===== src/rtl/regfile_scan_pkg.sv =====
// regfile_scan_pkg
//   Shared definitions for the register-file scanner:
//   - SLOT_W      : width of the slot index (room for 16 registers plus PC)
//   - DISP_BLANK  : idle word shown on the display, {32'h88888888, valid=0}
//   - ST_*        : 3-bit FSM state encodings and the scan_state_t enum built on them
package regfile_scan_pkg;

    localparam int SLOT_W = 5;

    localparam logic [32:0] DISP_BLANK = {32'h88888888, 1'b0};

    localparam logic [2:0] ST_IDLE    = 3'd0;
    localparam logic [2:0] ST_ADDR    = 3'd1;
    localparam logic [2:0] ST_WAIT    = 3'd2;
    localparam logic [2:0] ST_CAPTURE = 3'd3;
    localparam logic [2:0] ST_HOLD    = 3'd4;

    typedef enum logic [2:0] {
        IDLE    = ST_IDLE,
        ADDR    = ST_ADDR,
        WAIT    = ST_WAIT,
        CAPTURE = ST_CAPTURE,
        HOLD    = ST_HOLD
    } scan_state_t;

endpackage


===== src/rtl/rise_detect.sv =====
// rise_detect
//   Rising-edge detector for a debounced button level. One history flop;
//   a level held high produces a single one-cycle rise.
// Ports
//   clk    in   system clock
//   Rst_n  in   synchronous active-low reset (clears history to 0)
//   sig    in   level input
//   rise   out  sig & ~sig_q
module rise_detect (
    input  logic clk,
    input  logic Rst_n,
    input  logic sig,
    output logic rise
);

    logic sig_q;

    always_ff @(posedge clk) begin
        if (!Rst_n) begin
            sig_q <= 1'b0;
        end else begin
            sig_q <= sig;
        end
    end

    assign rise = sig & ~sig_q;

endmodule


===== src/rtl/regfile_scanner.sv =====
// regfile_scanner
//   Dumps the register file to the 7-segment display. Sweeps R_Addr over the
//   general registers, waits READ_LAT cycles for the read data, latches it into
//   the 33-bit {value, valid} display word, then holds it for DWELL_CYCLES
//   (auto_mode=1) or until the next step button press (auto_mode=0).
//
//   Optional feature macro: SCAN_PC_EN
//     defined   -> one extra slot (index NUM_REGS) shows R_Data_PC; R_Addr is
//                  left at its previous value for that slot.
//     undefined -> scan ends at slot NUM_REGS-1; R_Data_PC is ignored.
//
// Ports
//   clk        in   system clock
//   Rst_n      in   synchronous active-low reset; aborts a running scan
//   start      in   button level; rising edge starts a scan when idle
//   step       in   button level; rising edge advances a slot in manual mode
//   auto_mode  in   1 = dwell-timer advance, 0 = step advance
//   mode_in    in   processor mode, latched onto M at scan start
//   R_Addr     out  register file read address
//   M          out  mode presented to the register file
//   R_Data     in   read data for R_Addr
//   R_Data_PC  in   PC value
//   data       out  {value[32:1], valid}
//   slot       out  index of the slot being scanned / shown
//   busy       out  high while a scan is running
//   done       out  one-cycle pulse when the final slot is released
//
// FSM
//   state   | meaning
//   IDLE    | waiting for start rise, display keeps last word
//   ADDR    | drive R_Addr for the current slot, load latency counter
//   WAIT    | count down READ_LAT cycles of register-file read latency
//   CAPTURE | latch read data into the display word, clear dwell
//   HOLD    | show the word until dwell expires or step rises
module regfile_scanner
    import regfile_scan_pkg::*;
#(
    parameter int NUM_REGS     = 16,
    parameter int READ_LAT     = 1,
    parameter int DWELL_CYCLES = 50000000
) (
    input  logic              clk,
    input  logic              Rst_n,
    input  logic              start,
    input  logic              step,
    input  logic              auto_mode,
    input  logic [4:0]        mode_in,
    output logic [3:0]        R_Addr,
    output logic [4:0]        M,
    input  logic [31:0]       R_Data,
    input  logic [31:0]       R_Data_PC,
    output logic [32:0]       data,
    output logic [SLOT_W-1:0] slot,
    output logic              busy,
    output logic              done
);

    localparam int DWELL_W = (DWELL_CYCLES > 1) ? $clog2(DWELL_CYCLES) : 1;
    localparam int LAT_W   = $clog2(READ_LAT + 1);

    localparam logic [SLOT_W-1:0]  PC_SLOT    = SLOT_W'(NUM_REGS);
`ifdef SCAN_PC_EN
    localparam logic [SLOT_W-1:0]  LAST_SLOT  = SLOT_W'(NUM_REGS);
`else
    localparam logic [SLOT_W-1:0]  LAST_SLOT  = SLOT_W'(NUM_REGS - 1);
`endif
    localparam logic [DWELL_W-1:0] DWELL_LAST = DWELL_W'(DWELL_CYCLES - 1);
    localparam logic [LAT_W-1:0]   LAT_INIT   = LAT_W'(READ_LAT);
    localparam logic [LAT_W-1:0]   LAT_ONE    = LAT_W'(1);

    scan_state_t        state;
    logic [DWELL_W-1:0] dwell;
    logic [LAT_W-1:0]   lat_cnt;
    logic               auto_q;
    logic               start_rise;
    logic               step_rise;
    logic               advance;
    logic [31:0]        cap_value;

    rise_detect u_start_rise (
        .clk   (clk),
        .Rst_n (Rst_n),
        .sig   (start),
        .rise  (start_rise)
    );

    rise_detect u_step_rise (
        .clk   (clk),
        .Rst_n (Rst_n),
        .sig   (step),
        .rise  (step_rise)
    );

`ifdef SCAN_PC_EN
    assign cap_value = (slot == PC_SLOT) ? R_Data_PC : R_Data;
`else
    logic unused_pc;
    assign unused_pc = ^R_Data_PC;
    assign cap_value = R_Data;
`endif

    // A change of auto_mode costs one HOLD cycle: dwell restarts and no
    // advance is taken until the new mode has been seen for a full cycle.
    always_comb begin
        advance = 1'b0;
        if (state == HOLD && auto_mode == auto_q) begin
            advance = auto_mode ? (dwell == DWELL_LAST) : step_rise;
        end
    end

    always_ff @(posedge clk) begin
        if (!Rst_n) begin
            state   <= IDLE;
            R_Addr  <= '0;
            M       <= '0;
            slot    <= '0;
            busy    <= 1'b0;
            done    <= 1'b0;
            data    <= DISP_BLANK;
            dwell   <= '0;
            lat_cnt <= '0;
            auto_q  <= 1'b0;
        end else begin
            done   <= 1'b0;
            auto_q <= auto_mode;
            case (state)
                IDLE: begin
                    if (start_rise) begin
                        slot  <= '0;
                        M     <= mode_in;
                        busy  <= 1'b1;
                        state <= ADDR;
                    end
                end
                ADDR: begin
                    if (slot != PC_SLOT) begin
                        R_Addr <= slot[3:0];
                    end
                    lat_cnt <= LAT_INIT;
                    state   <= WAIT;
                end
                WAIT: begin
                    lat_cnt <= lat_cnt - 1'b1;
                    if (lat_cnt == LAT_ONE) begin
                        state <= CAPTURE;
                    end
                end
                CAPTURE: begin
                    data  <= {cap_value, 1'b1};
                    dwell <= '0;
                    state <= HOLD;
                end
                HOLD: begin
                    if (auto_mode != auto_q || !auto_mode) begin
                        dwell <= '0;
                    end else if (!advance) begin
                        dwell <= dwell + 1'b1;
                    end
                    if (advance) begin
                        if (slot == LAST_SLOT) begin
                            done  <= 1'b1;
                            busy  <= 1'b0;
                            state <= IDLE;
                        end else begin
                            slot  <= slot + 1'b1;
                            state <= ADDR;
                        end
                    end
                end
                default: state <= IDLE;
            endcase
        end
    end

endmodule

===== config.mk =====
export PLATFORM = sky130hd
export DESIGN_NAME = regfile_scanner
export DESIGN_NICKNAME = d
export VERILOG_FILES = /design/src/rtl/regfile_scan_pkg.sv /design/src/rtl/rise_detect.sv /design/src/rtl/regfile_scanner.sv
export SDC_FILE = /design/constraint.sdc
export NUM_CORES = 1
export LEC_CHECK = 0
export ABC_AREA = 1
export CAP_MARGIN = 10
export CORE_MARGIN = 2
export CORE_UTILIZATION = 35
export CTS_CLUSTER_SIZE = 16
export DETAILED_ROUTE_END_ITERATION = 8
export GPL_TIMING_DRIVEN = 1
export PLACE_DENSITY_LB_ADDON = 0.05
export SYNTH_ARGS = -nofsm -noshare
export SYNTH_HDL_FRONTEND = slang
export SYNTH_HIERARCHICAL = 1
export SYNTH_SLANG_ARGS = --single-unit

===== constraint.sdc =====
create_clock -name clk -period 3.2 [get_ports clk]
set_input_delay 0.8 -clock clk [delete_from_list [all_inputs] [get_ports clk]]
set_output_delay 0.8 -clock clk [all_outputs]
set_load 0.02 [all_outputs]

### After elaboration in Yosys (flattened, before gate mapping)

Index checks and enable logic that the tools add are counted.
Widths: inputs -> output; s select.

* add/sub/neg operators: 3
* eq/ne operators: 15
* multiplexer cells: 20
* bitwise operators: 4
* reductions and logical operators: 14

Operators with widths (number)
* $mux 26: 2
* $pmux 26 s2: 1
* $add 26x1->26 const B: 1
* $eq 26x26->1 const B: 1
* $mux 5: 3
* $pmux 3 s5: 1
* $pmux 5 s2: 1
* $mux 3: 3
* $ne 2x2->1 const B: 4
* $reduce_and 4->1: 2
* $mux 1: 7
* $eq 3x2->1 const B: 2
* $reduce_and 2->1: 3
* $reduce_and 3->1: 2
* $reduce_bool 2->1: 3
* $add 5x1->5 const B: 1
* $eq 5x4->1 const B: 1
* $ne 5x5->1 const B: 1
* $pmux 1 s2: 2
* $eq 3x1->1 const B: 1
* $eq 3x3->1 const B: 1
* $logic_not 3->1: 1
* $ne 3x2->1 const B: 1
* $and 1x1->1: 2
* 8 further kinds: 9

* flip-flop bits (word level): 82
* input port bits: 74
* output and inout bits: 49

### Depth between registers and ports, before layout

* depth after elaboration: 7
* mapped depth: 13
* mapped depth without buffers: 13

### Modules after synthesis

The synthesis kept the hierarchy.

Modules (own cells, without submodules)
* regfile_scanner: instances 1, cells an instance 579, area an instance 3880.0 um2, sequential area each 1601.5 um2
* rise_detect: instances 2, cells an instance 5, area an instance 37.5 um2, sequential area each 20.0 um2

### Least setup slack after synthesis

Ideal clock, no wire load.

* path type: input -> register
* from: in auto_mode
* to: reg dwell[2]
* library setup time: 0.116 ns
* arrival time: 1.801 ns
* path slack: 1.283 ns
* cell stages on the path: 8
* buffers on the path: 1
* cells stage by stage: ha_1 nor2_1 nand3_4 nand2_4 inv_2 buf_6 nor2_1 nor2_1

* longest elaborated chain between the ends: 5

Ends and longest elaborated chain
* from (decl): line regfile_scanner.sv:46 `input logic auto_mode,`
* $eq 1x1->1: line regfile_scanner.sv:106 `if (state == HOLD && auto_mode == auto_q) begin`
* $logic_and 1x1->1: line regfile_scanner.sv:106
* $mux 1: line regfile_scanner.sv:106
* $ne 3x2->1 (no line)
* $reduce_and 2->1 (no line)
* to (signal assigned): line regfile_scanner.sv:157 `dwell <= dwell + 1'b1;`
* to (decl): line regfile_scanner.sv:72 `logic [DWELL_W-1:0] dwell;`

Several ways; a longest one is shown, not always the timed one.
A chain may end at the register's enable or synchronous reset.

### Worst setup path after layout

* from: in auto_mode
* to: reg dwell[4]

Same word-level chain as after synthesis.

==> run metrics <==
TritonCTS Sinks 82; vias per std cell ~4.8; GR Overflow Total 0; TritonCTS clock tree done; clock buffer depth 2; PD cells 623 mW/mm^2; root buffer selected by CTS clkbuf_16; Worst Hold Path Cells 2; Final GP Congestion 0.833; first-pass GRT wire length approximately 18000 um; Final setup viols 0; dpl ws 0.387 ns; diode count 0; Antenna Violating Nets Remaining 0; via count 3941; post-CTS setup buffers 0; Core Rows 38; cell depth of the worst flop-to-flop path 13; element type at the critical path end flip-flop; number of global-route vias before repair 3788; achievable frequency 0.411 GHz; mapped cell area 0.00396 mm^2; Setup Skew 0.00491 ns; crit path DAT ~2.7 ns; Final nets 754; PostCTS Resize Cnt 0; chip width around 110 um; min-delay worst type flip-flop to flip-flop; Core Region 0.0109 mm^2; WL met2 between 4000 and 5000 um; Seq/Total Area, Yosys between 40% and 50%; layout cells sized above 1 6.18%; Worst Setup Start Kind input port; Worst-path clk slew 0.06 ns; Detailed Route Iter0 Violations approximately 180; I/O pins roughly 120; post-layout util 48.3%; Num CTS Buffers 9; total iterations of the first detailed-routing run 4; Hold Violations, Final 0; max-cap violation count 0; H-Tree Depth 3; die area approximately 0.012 mm^2; relative slew slack 53.5%; WL/cell 13.0 um; CTS Hold Bufs 0; number of I/O port buffers 90; Tot Pwr between 0.003 and 0.004 W; Setup TNS 0 ns; initial antenna violation count 0; area delta synth->final 33.6%; Worst Tran Pin Value approximately 0.70 ns; detailed placement HPWL 7440 um; Initial Util 36.2%; worst vdd ir about 450 uV; Leak 2.08 nW; Reg2Reg Setup Slack 1.06 ns; GRT Overall Usage around a fifth; Yosys cell types 31; M1 WL 4880 um; Tcrit/Tclk final 76.0%; Chip Height 110 um; setup repair after global routing missed its margin no; Inst Count DP 804; Max FO, Critical Path 15; post-route insts no fill 820; Avg Synthesized Cell Area ~6.7 um^2; Clock Latency Late Sink 0.34 ns; Remaining DRCs 0; Mapped Cells 589; final setup margin around 0.77 ns; Final Max Slew Viols 0; status complete, no violations; Routed WL 10700 um; Syn Nets 668; Highest Signal Layer met4; Ys Warns 6; CP Class input port to flip-flop; minimum clock period 2.43 ns; Data required, critical path 3.44 ns; Yosys reg bits 82; Met3 Routed Length 845 um; pin count of the biggest net entering global routing between 60 and 70
-- cells by family after synthesis --
kind of cell | synth area share (%)
buf+inv | 8.92
fa+ha+maj | 1.58
flops | 41.5
compound gates | 11.6
xor+xnor | 0.664
simple gates | 35.7
-- where the power goes --
part / switching (W) / internal [W]
combinational: 0.000547 / 0.000379
sequential: 0.0000899 / 0.00115
clock: 0.000417 / 0.000702
total: 0.00105 / 0.00224
-- cells in the mapped netlist --
cell type,number,area (um^2)
buf_6,3,33.8
nor3b_1,1,7.51
inv_2,4,15.0
nor3_1,9,45.0
a31oi_1,4,25.0
nor2_1,123,462
clkbuf_1,14,52.6
dfxtp_1,82,1640
or2_2,2,12.5
nor4_1,4,25.0
nand2_2,3,18.8
nor2_2,2,12.5
a31o_2,1,8.76
a21oi_1,34,170
and2_2,1,7.51
nand3_4,1,17.5
nor3_4,1,16.3
o21bai_1,2,15.0
xor2_1,2,17.5
nand3_1,33,165
o21ai_0,45,225
ha_1,5,62.6
nor2_4,2,22.5
buf_2,3,15.0
inv_1,63,236
nand2_4,2,22.5
nand4_1,16,100
xnor2_1,1,8.76
o31ai_1,2,15.0
nand2_1,122,458
nand3_2,2,20.0
-- path summary, 6_finish.rpt --
path	endpoint	startpoint
max reg2reg	dwell[4]	dwell[0]
max	dwell[4]	auto_mode
min	data[20]	data[20]
min reg2reg	data[20]	data[20]
-- cell usage in the layout, fill, tap and decap left out, types with 9 or more instances in the layout --
cell and instances:
nor2_1 123, nand2_1 122, clkdlybuf4s50_1 89, dfxtp_1 82
inv_1 63, o21ai_0 45, a21oi_1 34, nand3_1 33
nand4_1 16, nor3_1 9, clkbuf_16 9
-- metal layers --
metal,vias to the layer above,track usage (%)
li1,2062,-
met1,1776,22.6
met2,88,29.0
met3,15,7.41
met4,0,8.75
met5,-,0
-- worst max-delay path, stage by stage --
cell	delay, ns
clkdlybuf4s50_1	0.48
ha_1	0.32
nor2_1	0.22
nand3_4	0.21
nand2_4	0.23
buf_4	0.21
o21ai_0	0.09
inv_1	0.06
nor2_1	0.03
-- state kept, by name, indices dropped and copies added (netlist names), 3 cells and up --
signal  cells
data       33
R_Addr      4
slot        5
M           5
state       3
dwell      26
-- layout make-up --
type,count,area [um^2]
clock buffers,11,243
fillers,1111,5650
inverters,67,251
repair buffers,95,933
multi-input cells,420,1960
well taps,140,175
flip-flops and latches,82,1640
clock inverters,5,77.6
-- per-stage QoR --
stage,hold WS (ns),cell area [um^2]
2_1_floorplan,0.446,3960
3_3_place_gp,0.437,4960
3_5_place_dp,0.447,4960
4_1_cts,0.465,5280
5_1_grt,0.478,5280
6_report,0.463,5280
Power figures use the tool's default switching activity.
